`config.mk`:
```
export PLATFORM = sky130hd
export DESIGN_NAME = priv_1_12_hpm_counters_flat
export DESIGN_NICKNAME = d
export VERILOG_FILES = /design/src/rtl/priv_1_12_hpm_counters_if.sv /design/src/rtl/priv_1_12_hpm_counters.sv /design/src/flat_wrapper.sv
export SDC_FILE = /design/constraint.sdc
export NUM_CORES = 2
export LEC_CHECK = 0
export CAP_MARGIN = 20
export CORE_MARGIN = 8
export CORE_UTILIZATION = 25
export CTS_BUF_LIST = sky130_fd_sc_hd__clkbuf_8
export DETAILED_ROUTE_END_ITERATION = 6
export PLACE_DENSITY = 0.4
export SLEW_MARGIN = 20
export SYNTH_ARGS = -nofsm -noshare
export SYNTH_HDL_FRONTEND = slang
export SYNTH_SLANG_ARGS = --single-unit
```
`constraint.sdc`:
```
create_clock -name CLK -period 3.65 [get_ports CLK]
set_input_delay 0.73 -clock CLK [delete_from_list [all_inputs] [get_ports CLK]]
set_output_delay 0.73 -clock CLK [all_outputs]
set_load 0.005 [all_outputs]
```
`src/rtl/priv_1_12_hpm_counters_if.sv`:
```
// priv_1_12_hpm_counters_if: CSR access, event strobes and overflow interrupt of the machine counter file
interface priv_1_12_hpm_counters_if #(parameter int NUM_EVENTS = 16) ();
  logic [11:0]           csr_addr;
  logic                  csr_wen;
  logic [31:0]           csr_wdata;
  logic [31:0]           csr_rdata;
  logic                  csr_hit;
  logic [NUM_EVENTS-1:0] events;
  logic                  instret_inc;
  logic                  overflow_irq;
  modport master (output csr_addr, csr_wen, csr_wdata, events, instret_inc,
                  input  csr_rdata, csr_hit, overflow_irq);
  modport slave  (input  csr_addr, csr_wen, csr_wdata, events, instret_inc,
                  output csr_rdata, csr_hit, overflow_irq);
endinterface

```
`src/rtl/priv_1_12_hpm_counters.sv`:
```
// priv_1_12_hpm_counters: mcycle/minstret/mhpmcounterN/mhpmeventN/mcountinhibit counter file.
// Optional sticky overflow bits and interrupt under `define HPM_OVERFLOW_IRQ_EN.
module priv_1_12_hpm_counters #(
  parameter int NUM_COUNTERS  = 4,
  parameter int COUNTER_WIDTH = 64,
  parameter int NUM_EVENTS    = 16
) (
  input logic CLK,
  input logic nRST,
  priv_1_12_hpm_counters_if.slave bus
);
  localparam logic [63:0] HMASK = {64{1'b1}} >> (64 - COUNTER_WIDTH);

  function automatic logic [31:0] impl_mask();
    logic [31:0] m;
    m = 32'h5;
    for (int i = 3; i < 3 + NUM_COUNTERS; i++) m[i] = 1'b1;
    return m;
  endfunction

  function automatic logic [63:0] cmask(int i);
    return i < 3 ? {64{1'b1}} : HMASK;
  endfunction

  localparam logic [31:0] IMPL = impl_mask();

  logic [63:0]  cnt_q [32];
  logic [63:0]  cnt_d [32];
  logic [7:0]   sel_q [32];
  logic [7:0]   sel_d [32];
  logic [31:0]  inh_q, inh_d, of_q;
  logic [31:0]  inc, lo_wr, hi_wr, ev_wr;
  logic [255:0] ev_ext;
  logic [4:0]   idx;

  assign idx    = bus.csr_addr[4:0];
  // selector value s picks events[s-1]; 0 and out-of-range selectors land on zero padding
  assign ev_ext = 256'({bus.events, 1'b0});

  always_comb begin
    for (int i = 0; i < 32; i++) begin
      lo_wr[i] = bus.csr_wen && IMPL[i] && bus.csr_addr == 12'hB00 + 12'(i);
      hi_wr[i] = bus.csr_wen && IMPL[i] && bus.csr_addr == 12'hB80 + 12'(i);
      ev_wr[i] = bus.csr_wen && IMPL[i] && i >= 3 && bus.csr_addr == 12'h320 + 12'(i);
      inc[i]   = IMPL[i] && !inh_q[i] && (i == 0 ? 1'b1 : i == 2 ? bus.instret_inc : i >= 3 && ev_ext[sel_q[i]]);
    end
  end

  // a high-half write keeps the low-half increment but drops its carry
  always_comb begin
    inh_d = (bus.csr_wen && bus.csr_addr == 12'h320) ? bus.csr_wdata & IMPL : inh_q;
    for (int i = 0; i < 32; i++) begin
      cnt_d[i] = lo_wr[i] ? {cnt_q[i][63:32], bus.csr_wdata} & cmask(i)
               : hi_wr[i] ? {bus.csr_wdata, cnt_q[i][31:0] + 32'(inc[i])} & cmask(i)
               : inc[i]   ? (cnt_q[i] + 64'd1) & cmask(i)
               : cnt_q[i];
      sel_d[i] = ev_wr[i] ? bus.csr_wdata[7:0] : sel_q[i];
    end
  end

  always_ff @(posedge CLK) begin
    if (!nRST) begin
      inh_q <= '0;
      for (int i = 0; i < 32; i++) begin
        cnt_q[i] <= '0;
        sel_q[i] <= '0;
      end
    end else begin
      inh_q <= inh_d;
      for (int i = 0; i < 32; i++) begin
        cnt_q[i] <= cnt_d[i];
        sel_q[i] <= sel_d[i];
      end
    end
  end

`ifdef HPM_OVERFLOW_IRQ_EN
  logic [31:0] wrap, of_d;
  logic        irq_q;

  always_comb begin
    for (int i = 0; i < 32; i++)
      wrap[i] = i >= 3 && inc[i] && !lo_wr[i] && !hi_wr[i] && cnt_q[i] == HMASK;
    of_d = (ev_wr & {32{bus.csr_wdata[31]}}) | (~ev_wr & (of_q | wrap));
  end

  always_ff @(posedge CLK) begin
    if (!nRST) begin
      of_q  <= '0;
      irq_q <= 1'b0;
    end else begin
      of_q  <= of_d;
      irq_q <= |of_q;
    end
  end

  assign bus.overflow_irq = irq_q;
`else
  assign of_q             = '0;
  assign bus.overflow_irq = 1'b0;
`endif

  // unimplemented slots never leave reset, so they read back as zero
  always_comb begin
    bus.csr_hit   = 1'b0;
    bus.csr_rdata = '0;
    if (bus.csr_addr[11:5] == 7'h58) begin
      bus.csr_hit   = idx != 5'd1;
      bus.csr_rdata = cnt_q[idx][31:0];
    end else if (bus.csr_addr[11:5] == 7'h5C) begin
      bus.csr_hit   = idx != 5'd1;
      bus.csr_rdata = cnt_q[idx][63:32];
    end else if (bus.csr_addr[11:5] == 7'h19) begin
      bus.csr_hit   = idx == 5'd0 || idx >= 5'd3;
      bus.csr_rdata = idx == 5'd0 ? inh_q : idx >= 5'd3 ? {of_q[idx], 23'd0, sel_q[idx]} : '0;
    end
  end
endmodule
```
`src/flat_wrapper.sv`:
```
// flat-port wrapper written by rule: the top's interface ports become plain ports
module priv_1_12_hpm_counters_flat 
#(
  parameter int NUM_COUNTERS  = 4,
  parameter int COUNTER_WIDTH = 64,
  parameter int NUM_EVENTS    = 16
)
  (CLK, nRST, bus_csr_addr, bus_csr_wen, bus_csr_wdata, bus_events, bus_instret_inc, bus_csr_rdata, bus_csr_hit, bus_overflow_irq);
  priv_1_12_hpm_counters_if #(.NUM_EVENTS(NUM_EVENTS)) bus_i ();
  input logic CLK;
  input logic nRST;
  input wire logic [$bits(bus_i.csr_addr)-1:0] bus_csr_addr;
  input wire logic [$bits(bus_i.csr_wen)-1:0] bus_csr_wen;
  input wire logic [$bits(bus_i.csr_wdata)-1:0] bus_csr_wdata;
  input wire logic [$bits(bus_i.events)-1:0] bus_events;
  input wire logic [$bits(bus_i.instret_inc)-1:0] bus_instret_inc;
  output wire logic [$bits(bus_i.csr_rdata)-1:0] bus_csr_rdata;
  output wire logic [$bits(bus_i.csr_hit)-1:0] bus_csr_hit;
  output wire logic [$bits(bus_i.overflow_irq)-1:0] bus_overflow_irq;
  assign bus_i.csr_addr = bus_csr_addr;
  assign bus_i.csr_wen = bus_csr_wen;
  assign bus_i.csr_wdata = bus_csr_wdata;
  assign bus_i.events = bus_events;
  assign bus_i.instret_inc = bus_instret_inc;
  assign bus_csr_rdata = bus_i.csr_rdata;
  assign bus_csr_hit = bus_i.csr_hit;
  assign bus_overflow_irq = bus_i.overflow_irq;
  priv_1_12_hpm_counters #(.NUM_COUNTERS(NUM_COUNTERS), .COUNTER_WIDTH(COUNTER_WIDTH), .NUM_EVENTS(NUM_EVENTS)) u_core (.CLK(CLK), .nRST(nRST), .bus(bus_i));
endmodule
```
==> impl_metrics.ini <==
[run_status]
status = finished, violations left
violations = design-rule violations

[finish]
stdcell_count = 6035
final_nets = 4516
syn2layout_area_growth_pct = 29.6
seq_area_mm2 = 0.00845
finalInstanceArea_mm2 = 0.0381
nFillCells = 12800
multi_input_area_mm2 = 0.0199
drive_gt1_share_pct = 19.3

[global_routing]
grt.total_usage_pct = 25.5
grt.overflow.total = 0
antenna_found_initial = 17
grt_pass1_vias = 32300
grt_start_max_net_pins = 135
grt_first_pass_wirelength_um = 245000

[cts]
numCtsBuffers = 87
clockBufferDepth = 3
cts_root_buf = clkbuf_8
clock_latency_ps = 740
cts_tree = built
clkTransAtPathRegs_ps = 50
cts_max_level = 3
clock-sinks = 422

[timing]
final-max-slew-violation-count = 0
rsz0062_at_grt = true
setup_ws_ps = 36.4
skew_ps = 32.2
post-route-min-period_ps = 3610
slew-limit-headroom_pct = 24.9
min_period_over_period_pct = 99.0
fmax_mhz = 277
hold_viol_final = 0
setup_viol = 0
tightest_slew_ps = 1120
whs_ps = 482

[power_and_ir_drop]
pwr-share-comb_pct = 9.1
ir_worst_vdd_mv = 0.211
pwr-share-clk_pct = 48.3
swShare_pct = 28.6
p_switching_uw = 3100
total_power_uw = 10900
power_density_mw_per_mm2 = 285
power.share.sequential_pct = 42.6
p_int_uw = 7760
leakage_uw = 0.0129

[floorplanning]
initial_core_util_pct = 25.1
rows = 126
fp.dieW_um = 359
dieHeight_um = 359
core_area_mm2 = 0.117
ios = 98
die_area_mm2 = 0.129

[setup_path]
reg2reg_depth = 11
cp_data_required_time_ps = 2920
cp-start-kind = input pin
critPathMaxFanout = 8
arrival_ps = 2880
crit_type = in2out
worstSetupEndpointType = output port

[detailed_routing]
wl_per_cell_um = 28.9
drc = 1
vias = 35300
first_pass_iters = 7
drt_iter0_drc = 4172
routed_wl_um = 174000
vias_per_cell = 5.85
detail-route-antenna-nets = 0

[logic_synthesis]
synth_top_family_by_area = compound AO/OA/AOI/OAI gates
syn_avg_cell_area_um2 = 7.28
ys_seq_area_share_pct = 28.7
synth_seq_cells = 422
synth_edf_count = 0
synth_xor_area_share_pct = 4.41
synthSimpleGateAreaFrac_pct = 27.1
synthArstFlopShare_pct = 0
synth_compound_area_share_pct = 29.1
syn_inst = 4039
synthAdderAreaFrac_pct = 0.800
synth-main-ff-cell = dfxtp_1
synth_fp_nets = 4121
syn_area_mm2 = 0.0294
ys_warn_count = 0
ys_types = 88
synthMuxAreaShare_pct = 4.73

[hold_path]
min_path_type = reg2reg
whs_path_depth = 1

[placed_design]
dp.cells = 5840
dp.final_hpwl_um = 128000
place_ws_ps = -972
port-buffer-count = 96
placed_cell_area_mm2 = 0.0356
gp_congestion = 0.984

[flow_run]
drv_cap = 0
==> layer usage <==
| layer | vias up | track usage (%) | wire, um |
|---|---|---|---|
| met3 | 372 | 4.18 | 13600 |
| met5 | - | 0 | 47 |
| li1 | 16100 | - | - |
| met4 | 6 | 11.8 | 9350 |
| met2 | 1704 | 39.6 | 75700 |
| met1 | 17200 | 34.5 | 75700 |
==> power by group through the flow <==
| stage | logic (uW) | clock network (uW) | registers, uW |
|---|---|---|---|
| 5_1_grt | 1010 | 5560 | 4620 |
| 3_3_place_gp | 923 | 0 | 4730 |
| 6_report | 991 | 5250 | 4630 |
| 3_5_place_dp | 919 | 0 | 4730 |
| 4_1_cts | 965 | 5370 | 4630 |
| 2_1_floorplan | 330 | 0 | 4720 |
==> cell families (layout without fill, tap and decap cells) <==
group / after synthesis / in the layout
compound gates: 1357 / 1357
flops: 422 / 422
simple gates: 1571 / 1571
fa+ha+maj: 19 / 19
mux: 128 / 128
buf+inv: 393 / 849
other cells: 1 / 5
xor+xnor: 148 / 148
==> metrics by stage <==
step,TNS [ps],utilization [%]
2_1_floorplan,0,-
3_3_place_gp,-37080,30.4
3_5_place_dp,-38360,30.4
4_1_cts,0,32.4
5_1_grt,-55.7,32.5
6_report,0,32.5
==> Yosys cell counts, types with 11 or more instances <==
cell type | instances | area share (%)
nand2_1 | 478 | 6.1
dfxtp_1 | 422 | 29
a21oi_1 | 365 | 6.2
o21ai_0 | 352 | 6.0
clkbuf_1 | 306 | 3.9
nor2_1 | 259 | 3.3
nand3_1 | 215 | 3.7
nand4_1 | 122 | 2.6
a22oi_1 | 114 | 2.9
mux2i_1 | 104 | 3.5
and3_1 | 103 | 2.2
xnor2_1 | 90 | 2.7
nor3_1 | 84 | 1.4
a31oi_1 | 78 | 1.7
a211oi_1 | 71 | 1.8
nor4_1 | 71 | 1.5
xor2_1 | 58 | 1.7
o22ai_1 | 44 | 0.94
o211ai_1 | 39 | 1.0
and2_1 | 37 | 0.79
o31ai_1 | 36 | 0.92
and4_1 | 34 | 1.0
buf_1 | 31 | 0.40
inv_1 | 31 | 0.40
or3_1 | 31 | 0.66
or4_1 | 30 | 0.77
a221oi_1 | 26 | 0.77
a21o_1 | 21 | 0.54
o21a_1 | 21 | 0.54
buf_2 | 19 | 0.32
ha_1 | 18 | 0.77
mux2_2 | 17 | 0.65
nand4b_1 | 17 | 0.51
o41ai_1 | 17 | 0.51
o221a_2 | 16 | 0.61
a22o_1 | 15 | 0.45
a311oi_1 | 14 | 0.42
a2111oi_0 | 13 | 0.39
nand2b_1 | 13 | 0.28
nor2b_1 | 13 | 0.28
o32ai_1 | 12 | 0.36
a31o_2 | 11 | 0.33
o31a_1 | 11 | 0.33
or2_2 | 11 | 0.23
==> final timing paths <==
kind / from / endpoint / slack [ps]
worst max-delay path: bus_csr_addr[3] / bus_csr_rdata[6] / 40
worst min-delay path: u_core.cnt_q[5][63] / u_core.cnt_q[5][63] / 480
worst max register to register: u_core.sel_q[6][7] / u_core.cnt_q[6][6] / 240
worst min register to register: u_core.cnt_q[5][63] / u_core.cnt_q[5][63] / 480
==> registers in the layout (all words and copies together) (netlist names) <==
| signal | count |
|---|---|
| u_core.cnt_q | 384 |
| u_core.sel_q | 32 |
| u_core.inh_q | 6 |
==> placed cells by master, fill, tap and decap left out, types with 77 or more instances in the layout <==
cell / count
and3_1: 100
buf_4: 503
dfxtp_1: 419
a31oi_1: 77
nand3_1: 215
xnor2_1: 90
nor2_1: 252
o21ai_0: 337
clkbuf_8: 115
mux2i_1: 101
nand4_1: 122
nand2_1: 474
nor3_1: 81
a22oi_1: 106
a21oi_1: 362
==> critical path, stage by stage <==
cell,delay [ps]
buf_2,120
buf_12,150
nor4b_4,330
buf_6,160
buf_12,130
buf_6,120
a222oi_1,80
nand4_1,270
a21oi_2,120
a311oi_4,370
buf_4,180
buf_4,100
==> layout make-up <==
cell class	count	area share (%)
Antenna cell	4	0.0263
Clock buffer	114	4.12
Clock inverter	36	0.433
Inverter	34	0.355
Multi-Input combinational cell	3224	52.3
Sequential cell	422	22.2
Tap cell	1536	5.04
Timing Repair Buffer	665	15.6
==> timing repair <==
| item | 4_1_cts | 5_1_grt |
|---|---|---|
| resized for setup | 125 | 13 |
| pin swaps | 28 | 12 |
| setup endpoints to repair | 33 | 15 |
| setup buffers | 32 | 8 |
| hold buffers | 0 | 0 |
| gates cloned | 3 | 0 |
(Power assumes the default switching activity.)
